==> src/rtl/drv_step_pkg.sv <==
// Shared types and sizing helpers for the multi-channel step pulse generator.
package drv_step_pkg;

    typedef enum logic [1:0] {
        ST_IDLE  = 2'd0,
        ST_SETUP = 2'd1,
        ST_HIGH  = 2'd2,
        ST_LOW   = 2'd3
    } ch_state_e;

    // Timer must hold the largest phase length minus one.
    function automatic int unsigned timer_w(input int unsigned high_cyc,
                                            input int unsigned low_cyc,
                                            input int unsigned dir_setup);
        int unsigned m;
        m = high_cyc;
        if (low_cyc > m)   m = low_cyc;
        if (dir_setup > m) m = dir_setup;
        return $clog2(m + 1);
    endfunction

    function automatic int unsigned sel_w(input int unsigned num_ch);
        return (num_ch > 1) ? $clog2(num_ch) : 1;
    endfunction

endpackage

==> src/rtl/drv_step_ch.sv <==
// One step-pulse channel: direction setup, then n_steps high/low pulses with pause at pulse boundaries.
// Optional abort input when DRV_ABORT_EN is defined.
module drv_step_ch
    import drv_step_pkg::*;
#(
    parameter int unsigned CNT_W     = 16,
    parameter int unsigned HIGH_CYC  = 4,
    parameter int unsigned LOW_CYC   = 4,
    parameter int unsigned DIR_SETUP = 2
) (
    input  logic             clk,
    input  logic             rst,
    input  logic             load,
    input  logic [CNT_W-1:0] n_steps,
    input  logic             dir_in,
    input  logic             en,
`ifdef DRV_ABORT_EN
    input  logic             abort,
`endif
    output logic             step,
    output logic             dir,
    output logic             busy,
    output logic             done
);

    localparam int unsigned TMR_W = timer_w(HIGH_CYC, LOW_CYC, DIR_SETUP);
    localparam logic [TMR_W-1:0] T_SETUP = TMR_W'(DIR_SETUP - 1);
    localparam logic [TMR_W-1:0] T_HIGH  = TMR_W'(HIGH_CYC - 1);
    localparam logic [TMR_W-1:0] T_LOW   = TMR_W'(LOW_CYC - 1);

    ch_state_e        state, state_nx;
    logic [TMR_W-1:0] timer, timer_nx;
    logic [CNT_W-1:0] remaining, remaining_nx;
    logic             step_nx, dir_nx, busy_nx, done_nx;

    always_ff @(posedge clk) begin
        if (rst) begin
            state     <= ST_IDLE;
            timer     <= '0;
            remaining <= '0;
            step      <= 1'b0;
            dir       <= 1'b0;
            busy      <= 1'b0;
            done      <= 1'b0;
        end else begin
            state     <= state_nx;
            timer     <= timer_nx;
            remaining <= remaining_nx;
            step      <= step_nx;
            dir       <= dir_nx;
            busy      <= busy_nx;
            done      <= done_nx;
        end
    end

    always_comb begin
        state_nx     = state;
        timer_nx     = timer;
        remaining_nx = remaining;
        step_nx      = step;
        dir_nx       = dir;
        done_nx      = 1'b0;

        case (state)
            ST_IDLE: begin
                if (load) begin
                    dir_nx       = dir_in;
                    remaining_nx = n_steps;
                    timer_nx     = T_SETUP;
                    state_nx     = ST_SETUP;
                end
            end
            ST_SETUP: begin
                if (timer != '0) begin
                    timer_nx = timer - TMR_W'(1);
                end else if (remaining == '0) begin
                    state_nx = ST_IDLE;
                    done_nx  = 1'b1;
                end else if (en) begin
                    state_nx = ST_HIGH;
                    step_nx  = 1'b1;
                    timer_nx = T_HIGH;
                end
            end
            ST_HIGH: begin
                if (timer != '0) begin
                    timer_nx = timer - TMR_W'(1);
                end else begin
                    step_nx  = 1'b0;
                    state_nx = ST_LOW;
                    timer_nx = T_LOW;
                    if (remaining != '0) remaining_nx = remaining - CNT_W'(1);
                end
            end
            ST_LOW: begin
                // Pause can only take effect here, once the low time has elapsed.
                if (timer != '0) begin
                    timer_nx = timer - TMR_W'(1);
                end else if (remaining == '0) begin
                    state_nx = ST_IDLE;
                    done_nx  = 1'b1;
                end else if (en) begin
                    state_nx = ST_HIGH;
                    step_nx  = 1'b1;
                    timer_nx = T_HIGH;
                end
            end
            default: begin
                state_nx = ST_IDLE;
                step_nx  = 1'b0;
            end
        endcase

`ifdef DRV_ABORT_EN
        // Abort wins over everything, including a same-cycle load; direction is kept.
        if (abort) begin
            state_nx     = ST_IDLE;
            timer_nx     = '0;
            remaining_nx = '0;
            step_nx      = 1'b0;
            dir_nx       = dir;
            done_nx      = 1'b0;
        end
`endif

        busy_nx = (state_nx != ST_IDLE);
    end

endmodule

==> src/rtl/drv_step_gen.sv <==
// Multi-channel stepper pulse generator: load decode, ready mux and per-channel pulse engines.
// Define DRV_ABORT_EN to add the per-channel drv_abort input.
module drv_step_gen
    import drv_step_pkg::*;
#(
    parameter int unsigned NUM_CH    = 4,
    parameter int unsigned CNT_W     = 16,
    parameter int unsigned HIGH_CYC  = 4,
    parameter int unsigned LOW_CYC   = 4,
    parameter int unsigned DIR_SETUP = 2
) (
    input  logic                      clk,
    input  logic                      rst,
    input  logic                      data_valid,
    output logic                      data_ready,
    input  logic [sel_w(NUM_CH)-1:0]  ch_sel,
    input  logic [CNT_W-1:0]          n_steps,
    input  logic                      dir_in,
    input  logic [NUM_CH-1:0]         drv_en,
`ifdef DRV_ABORT_EN
    input  logic [NUM_CH-1:0]         drv_abort,
`endif
    output logic [NUM_CH-1:0]         drv_step,
    output logic [NUM_CH-1:0]         drv_dir,
    output logic [NUM_CH-1:0]         busy,
    output logic [NUM_CH-1:0]         done
);

    localparam int unsigned SEL_W = sel_w(NUM_CH);

    logic [NUM_CH-1:0] load;

    // Out-of-range selects leave data_ready low and load nothing.
    always_comb begin
        data_ready = 1'b0;
        load       = '0;
        for (int i = 0; i < NUM_CH; i++) begin
            if (ch_sel == SEL_W'(i)) begin
                data_ready = ~busy[i];
                load[i]    = data_valid;
            end
        end
    end

    for (genvar i = 0; i < NUM_CH; i++) begin : g_ch
        drv_step_ch #(
            .CNT_W     (CNT_W),
            .HIGH_CYC  (HIGH_CYC),
            .LOW_CYC   (LOW_CYC),
            .DIR_SETUP (DIR_SETUP)
        ) u_ch (
            .clk     (clk),
            .rst     (rst),
            .load    (load[i]),
            .n_steps (n_steps),
            .dir_in  (dir_in),
            .en      (drv_en[i]),
`ifdef DRV_ABORT_EN
            .abort   (drv_abort[i]),
`endif
            .step    (drv_step[i]),
            .dir     (drv_dir[i]),
            .busy    (busy[i]),
            .done    (done[i])
        );
    end

endmodule

==> config.mk <==
export PLATFORM = sky130hd
export DESIGN_NAME = drv_step_gen
export DESIGN_NICKNAME = d
export VERILOG_FILES = /design/src/rtl/drv_step_pkg.sv /design/src/rtl/drv_step_ch.sv /design/src/rtl/drv_step_gen.sv
export SDC_FILE = /design/constraint.sdc
export NUM_CORES = 1
export LEC_CHECK = 0
export CAP_MARGIN = 10
export CORE_AREA = 2 2 101 113
export DETAILED_ROUTE_END_ITERATION = 7
export DIE_AREA = 0 0 103 115
export GPL_TIMING_DRIVEN = 0
export PLACE_DENSITY = 0.81
export SYNTH_ARGS = -nofsm -noshare
export SYNTH_HDL_FRONTEND = slang
export SYNTH_SLANG_ARGS = --single-unit
==> constraint.sdc <==
create_clock -name clk -period 5 [get_ports clk]
set_input_delay 0.5 -clock clk [delete_from_list [all_inputs] [get_ports clk]]
set_output_delay 0.5 -clock clk [all_outputs]
set_load 0.03 [all_outputs]
# ---- Word-level counts from Yosys, hierarchy flattened
# Index checks and enable logic that the tools add are counted.
dict set report classes {
  n_mux 96
  mul 0
  bitwise 8
  div_mod_pow 0
  addsub 8
  magnitude_cmp 0
  eq_ne 47
  n_shift 0
  n_reduce_logical 53
}
# op count
set ops {}
lappend ops {{$mux 16} 12}
lappend ops {{$pmux 16 s2} 4}
lappend ops {{$logic_not 16->1} 4}
lappend ops {{$reduce_bool 16->1} 4}
lappend ops {{$sub 16x1->16 const B} 4}
lappend ops {{$mux 3} 20}
lappend ops {{$mux 2} 20}
lappend ops {{$pmux 3 s3} 4}
lappend ops {{$mux 1} 28}
lappend ops {{$ne 2x1->1 const B} 12}
lappend ops {{$ne 2x2->1 const B} 12}
lappend ops {{$pmux 2 s3} 4}
lappend ops {{$reduce_bool 2->1} 12}
lappend ops {{$eq 2x2->1 const B} 10}
lappend ops {{$reduce_and 5->1} 4}
lappend ops {{$reduce_and 4->1} 4}
lappend ops {{$ne 3x1->1 const B} 4}
lappend ops {{$ne 3x2->1 const B} 4}
lappend ops {{$reduce_and 3->1} 4}
lappend ops {{$reduce_bool 3->1} 4}
lappend ops {{$reduce_or 3->1} 4}
lappend ops {{$sub 3x1->3 const B} 4}
lappend ops {{$eq 2x1->1 const B} 5}
lappend ops {{$logic_not 2->1} 5}
lappend ops {{4 further kinds} 20}
dict set report word_totals {
  latchBits 0
  rom_bits 0
  n_memories 0
  regBits 100
  elab_cells 240
  out_inout_bits 17
  ramBits 0
  in_bits 26
}

# ---- Longest topological paths before layout
dict set report depth {
  ltp_word 5
  mapped_depth 9
  mapped_depth_nobuf 7
}

# ---- Cells and area by module
# A second synthesis with hierarchy kept.
dict set report unflattened {
  cells_unflattened 784
  area_unflattened_um2 5885.6
}
# mod area_per_inst_um2 cells_per_inst seq_area_each_um2 n_inst
set by_module_without_submodules {}
lappend by_module_without_submodules {{drv_step_ch (g_ch[0].u_ch ...)} 1413.9 191 500.5 3}
lappend by_module_without_submodules {{drv_step_ch (g_ch[3].u_ch)} 1585.3 204 500.5 1}
lappend by_module_without_submodules {drv_step_gen 58.8 7 0.0 1}

# ---- Least setup slack after synthesis
# Ideal clock, no wire load.
dict set report synth_timing {
  kind {reg2reg}
  start {reg g_ch[1].u_ch.remaining[0]}
  end {reg g_ch[1].u_ch.remaining[6]}
  t_required_ps 4883
  setup_ps 117
  slack_ps 2609
  arrival_time_ps 2274
  path_buffers 2
  synth_period_minus_slack_ps 2391
  stages_incl_launch_ff 9
  path_cell_list {dfxtp_1 > inv_1 > ha_1 > or4b_2 > or4_4 > buf_6 > a31o_2 > buf_2 > a32o_1}
}
dict set report synth_between {
  elab_chain_cells 4
  word_cells_on_any_way 7
  classes_between {1 x add/sub; 1 x eq/ne; 3 x mux; 2 x reduce/logical}
}
# item line_no
set synth_rtl {}
lappend synth_rtl {{start: declaration} drv_step_ch.sv:33} ;# logic [CNT_W-1:0] remaining, remaining_nx;
lappend synth_rtl {{start signal: assignment} drv_step_ch.sv:48} ;# remaining <= remaining_nx;
lappend synth_rtl {{$sub 16x1->16} drv_step_ch.sv:92} ;# if (remaining != '0) remaining_nx = remaining - CNT_W'(1);
lappend synth_rtl {{$mux 16} drv_step_ch.sv:92}
lappend synth_rtl {{$mux 16} drv_step_ch.sv:86} ;# if (timer != '0) begin
lappend synth_rtl {{$pmux 16 s2} drv_step_ch.sv:64} ;# case (state)
# Several ways; a longest one is shown, not always the timed one. The select of a mux whose other input is x is not followed.
# A chain may end at the register's enable or synchronous reset.

# ---- Final worst setup path
dict set report layout_timing {
  start {in ch_sel[1]}
  end {reg g_ch[1].u_ch.remaining[11]}
}
dict set report layout_between {
  elab_chain_cells 4
}
# item line_no
set layout_rtl {}
lappend layout_rtl {{start: declaration} drv_step_gen.sv:16} ;# input logic [sel_w(NUM_CH)-1:0] ch_sel,
lappend layout_rtl {{$eq 2x1->1} drv_step_gen.sv:38} ;# if (ch_sel == SEL_W'(i)) begin
lappend layout_rtl {{$mux 1} drv_step_gen.sv:38}
lappend layout_rtl {{$ne 2x1->1 (no source line)} --}
lappend layout_rtl {{$reduce_and 4->1 (no source line)} --}
# Every way passes these cells.

==> flow_metrics.tcl <==
set metrics [dict create \
    grt_pass1_wl_mm 29.6 \
    dieArea_mm2 0.0118 \
    crit_path_cell_trace "clkdlybuf4s50_1 -> nand3b_1 -> nor3_1 -> a31o_2 -> buf_2 -> o21ai_0 -> a31o_1" \
    hold_viol 0 \
    area_growth_pct 15.4 \
    mappedNetlistNets 821 \
    synth_edf_count 0 \
    core_mm2 0.0107 \
    crit_buf_inv 2 \
    wl_per_cell_um 19.0 \
    slew-limit-headroom 0.311 \
    pre_cts_slack_ns 1.86 \
    die_y_um 115 \
    cp.arrival_ns 3.16 \
    synth_cell_types 63 \
    ios 43 \
    crit_type "in2reg" \
    postCtsHoldBufs 0 \
    first_iter_violations 555 \
    post_cts_buffers 0 \
    cap_violations 0 \
    yosysTopAreaCell "dfxtp_1" \
    clock_power_share 0.305 \
    clock_latency_ns 0.35 \
    layout_setup_ws_ns 2.09 \
    route.detailed.drc 0 \
    dieWidth_um 103 \
    rsz0062_at_grt "no" \
    ys_warn_count 0 \
    yosysMostFrequentCell "dfxtp_1" \
    clkSlewWorstSetupHoldPaths_ns 0.07 \
    syn_inst 783 \
    slowest_delay_ns 0.84 \
    async_flop_share 0 \
    cts-htree-levels 3 \
    clock-sinks 100 \
    synth.top_cells.by_area "dfxtp_1 (34%), a21oi_1 (8.5%), nor3_1 (4.8%)" \
    totalWireLength_mm 18.8 \
    ir_worst_vdd_mv 0.180 \
    ant_nets 0 \
    startpoint_type "input pin" \
    synth_seq_cells 100 \
    port_buffers 41 \
    viasPerCell 6.45 \
    yosysSeqAreaShare 0.343 \
    root_buffer "clkbuf_16" \
    cts_resized 0 \
    via_count 6371 \
    p_total_uw 2390 \
    gp_congestion 1.01 \
    rows 40 \
    grt_pass1_vias 5976 \
    hold_path.class "reg2reg" \
    grt_use_total 0.322 \
    cts_tree "done" \
    syn_area_mm2 0.00584 \
    yosys-top-cells-count "dfxtp_1 (100), a21oi_1 (99), nand2_1 (74), nor2_1 (61), nor3_1 (56)" \
    antenna_found_initial 0 \
    layout.nets 873 \
    yosysTopAreaCellShare 0.343 \
    cts-buffers-inserted 9 \
    dr.pass1.iters 7 \
    setup_viol 0 \
    switching_share 0.352 \
    antennaDiodeCount 0 \
    final.min_clock_period_ns 2.91 \
    drive_gt1_frac 0.0643 \
    fmax_mhz 343 \
    crit_slowest_cell "nor3_1" \
    start_util 0.545 \
    fin_crit_sh 0.583 \
    clock_path_buffers 2 \
    required_ns 5.24 \
    slew_viol_final 0 \
    syn_avg_cell_area_um2 7.46 \
    fin_util 0.629 \
    status "completed" \
    dp_hpwl_mm 13.1 \
    endpoint_kind "register" \
    worst_pin_slew_ns 1.03 \
    overflow 0 \
    grt_max_degree 16 \
    p_comb_frac 0.312 \
    final.setup.tns_ns 0 \
    internal-power_uw 1540 \
    seqPwrFrac 0.383 \
    fillerInstances 945 \
    cp_top_family "simple AND/OR/NAND/NOR gates" \
    power.leakage_uw 0.00244 \
    power_density_mw_per_mm2 354 \
    cp_max_fo 10 \
    synth_flop_cell "dfxtp_1" \
    fin_skew_ns 0.00754 \
    p_switching_uw 841 \
]
## tightest hold or removal path, delay by kind of cell, from the launching register on
family / cells / cell delay (ns)
compound gates: 1 / 0.06
flops: 1 / 0.31
simple gates: 1 / 0.06
## path summary, 6_finish.rpt
| kind | from | to | slack, ns | depth (start not counted) |
|---|---|---|---|---|
| worst max-delay path | ch_sel[1] | g_ch[1].u_ch.remaining[11] | 2.09 | 7 |
| worst min-delay path | g_ch[0].u_ch.dir | g_ch[0].u_ch.dir | 0.47 | 2 |
| worst max register to register | g_ch[2].u_ch.remaining[7] | g_ch[2].u_ch.remaining[7] | 2.17 | 6 |
| worst min register to register | g_ch[0].u_ch.dir | g_ch[0].u_ch.dir | 0.47 | 2 |
## per-stage QoR
step	cells	cell area [um2]	hold WS [ns]
global placement	971	6440	0.448
finish	987	6740	0.470
floorplan	783	5840	0.437
detailed placement	971	6440	0.457
global route	987	6740	0.495
CTS	987	6740	0.467
## cells in the final DEF, fill, tap and decap left out, types with 10 or more instances in the layout
cell	n
buf_4	16
o21ai_1	22
o21ai_0	42
or3_1	15
nor4_1	21
nand3_1	16
a31o_1	10
a21oi_1	99
dfxtp_1	100
nand2_1	74
nor2_1	61
nor2b_1	11
clkbuf_1	48
nor3_1	56
o32ai_1	10
inv_1	22
clkdlybuf4s50_1	41
ha_1	12
## sequential cells by signal, indices dropped and copies added, names as in the netlist
| name | flops |
|---|---|
| g_ch.u_ch.busy | 4 |
| g_ch.u_ch.timer | 12 |
| g_ch.u_ch.step | 4 |
| g_ch.u_ch.done | 4 |
| g_ch.u_ch.remaining | 64 |
| g_ch.u_ch.dir | 4 |
| g_ch.u_ch.state | 8 |
## final cells by class
type	instances	area, um2	area share
buffer	69	338	0.0501
clock buffer	12	256	0.0381
clock inverter	4	47.5	0.00705
inverter	22	82.6	0.0123
multi-input combinational	592	3420	0.507
sequential	100	2000	0.297
tap	147	184	0.0273
timing repair buffer	41	410	0.0609
## per-layer routing
metal  part of all wire  GRT usage  wire, um
met5                  0          0         0
met2               0.46      0.507      8550
met1               0.39      0.410      7240
met3               0.10     0.0657      1960
met4              0.054      0.178      1000
## power by group through the flow
stage	clock (uW)	sequential, uW	combinational (uW)
5_1_grt	762	921	817
4_1_cts	725	911	728
2_1_floorplan	0	913	530
6_report	727	914	745
3_3_place_gp	0	924	701
3_5_place_dp	0	928	721
## logic make-up after synthesis
family / Yosys count / synth area share
AOI/OAI and AO/OA: 261 / 0.277
adders and majority gates: 12 / 0.0257
muxes: 5 / 0.0109
DFF: 100 / 0.343
buffers and inverters: 91 / 0.0720
and+or+nand+nor: 314 / 0.272
Power figures use the tool's default switching activity.
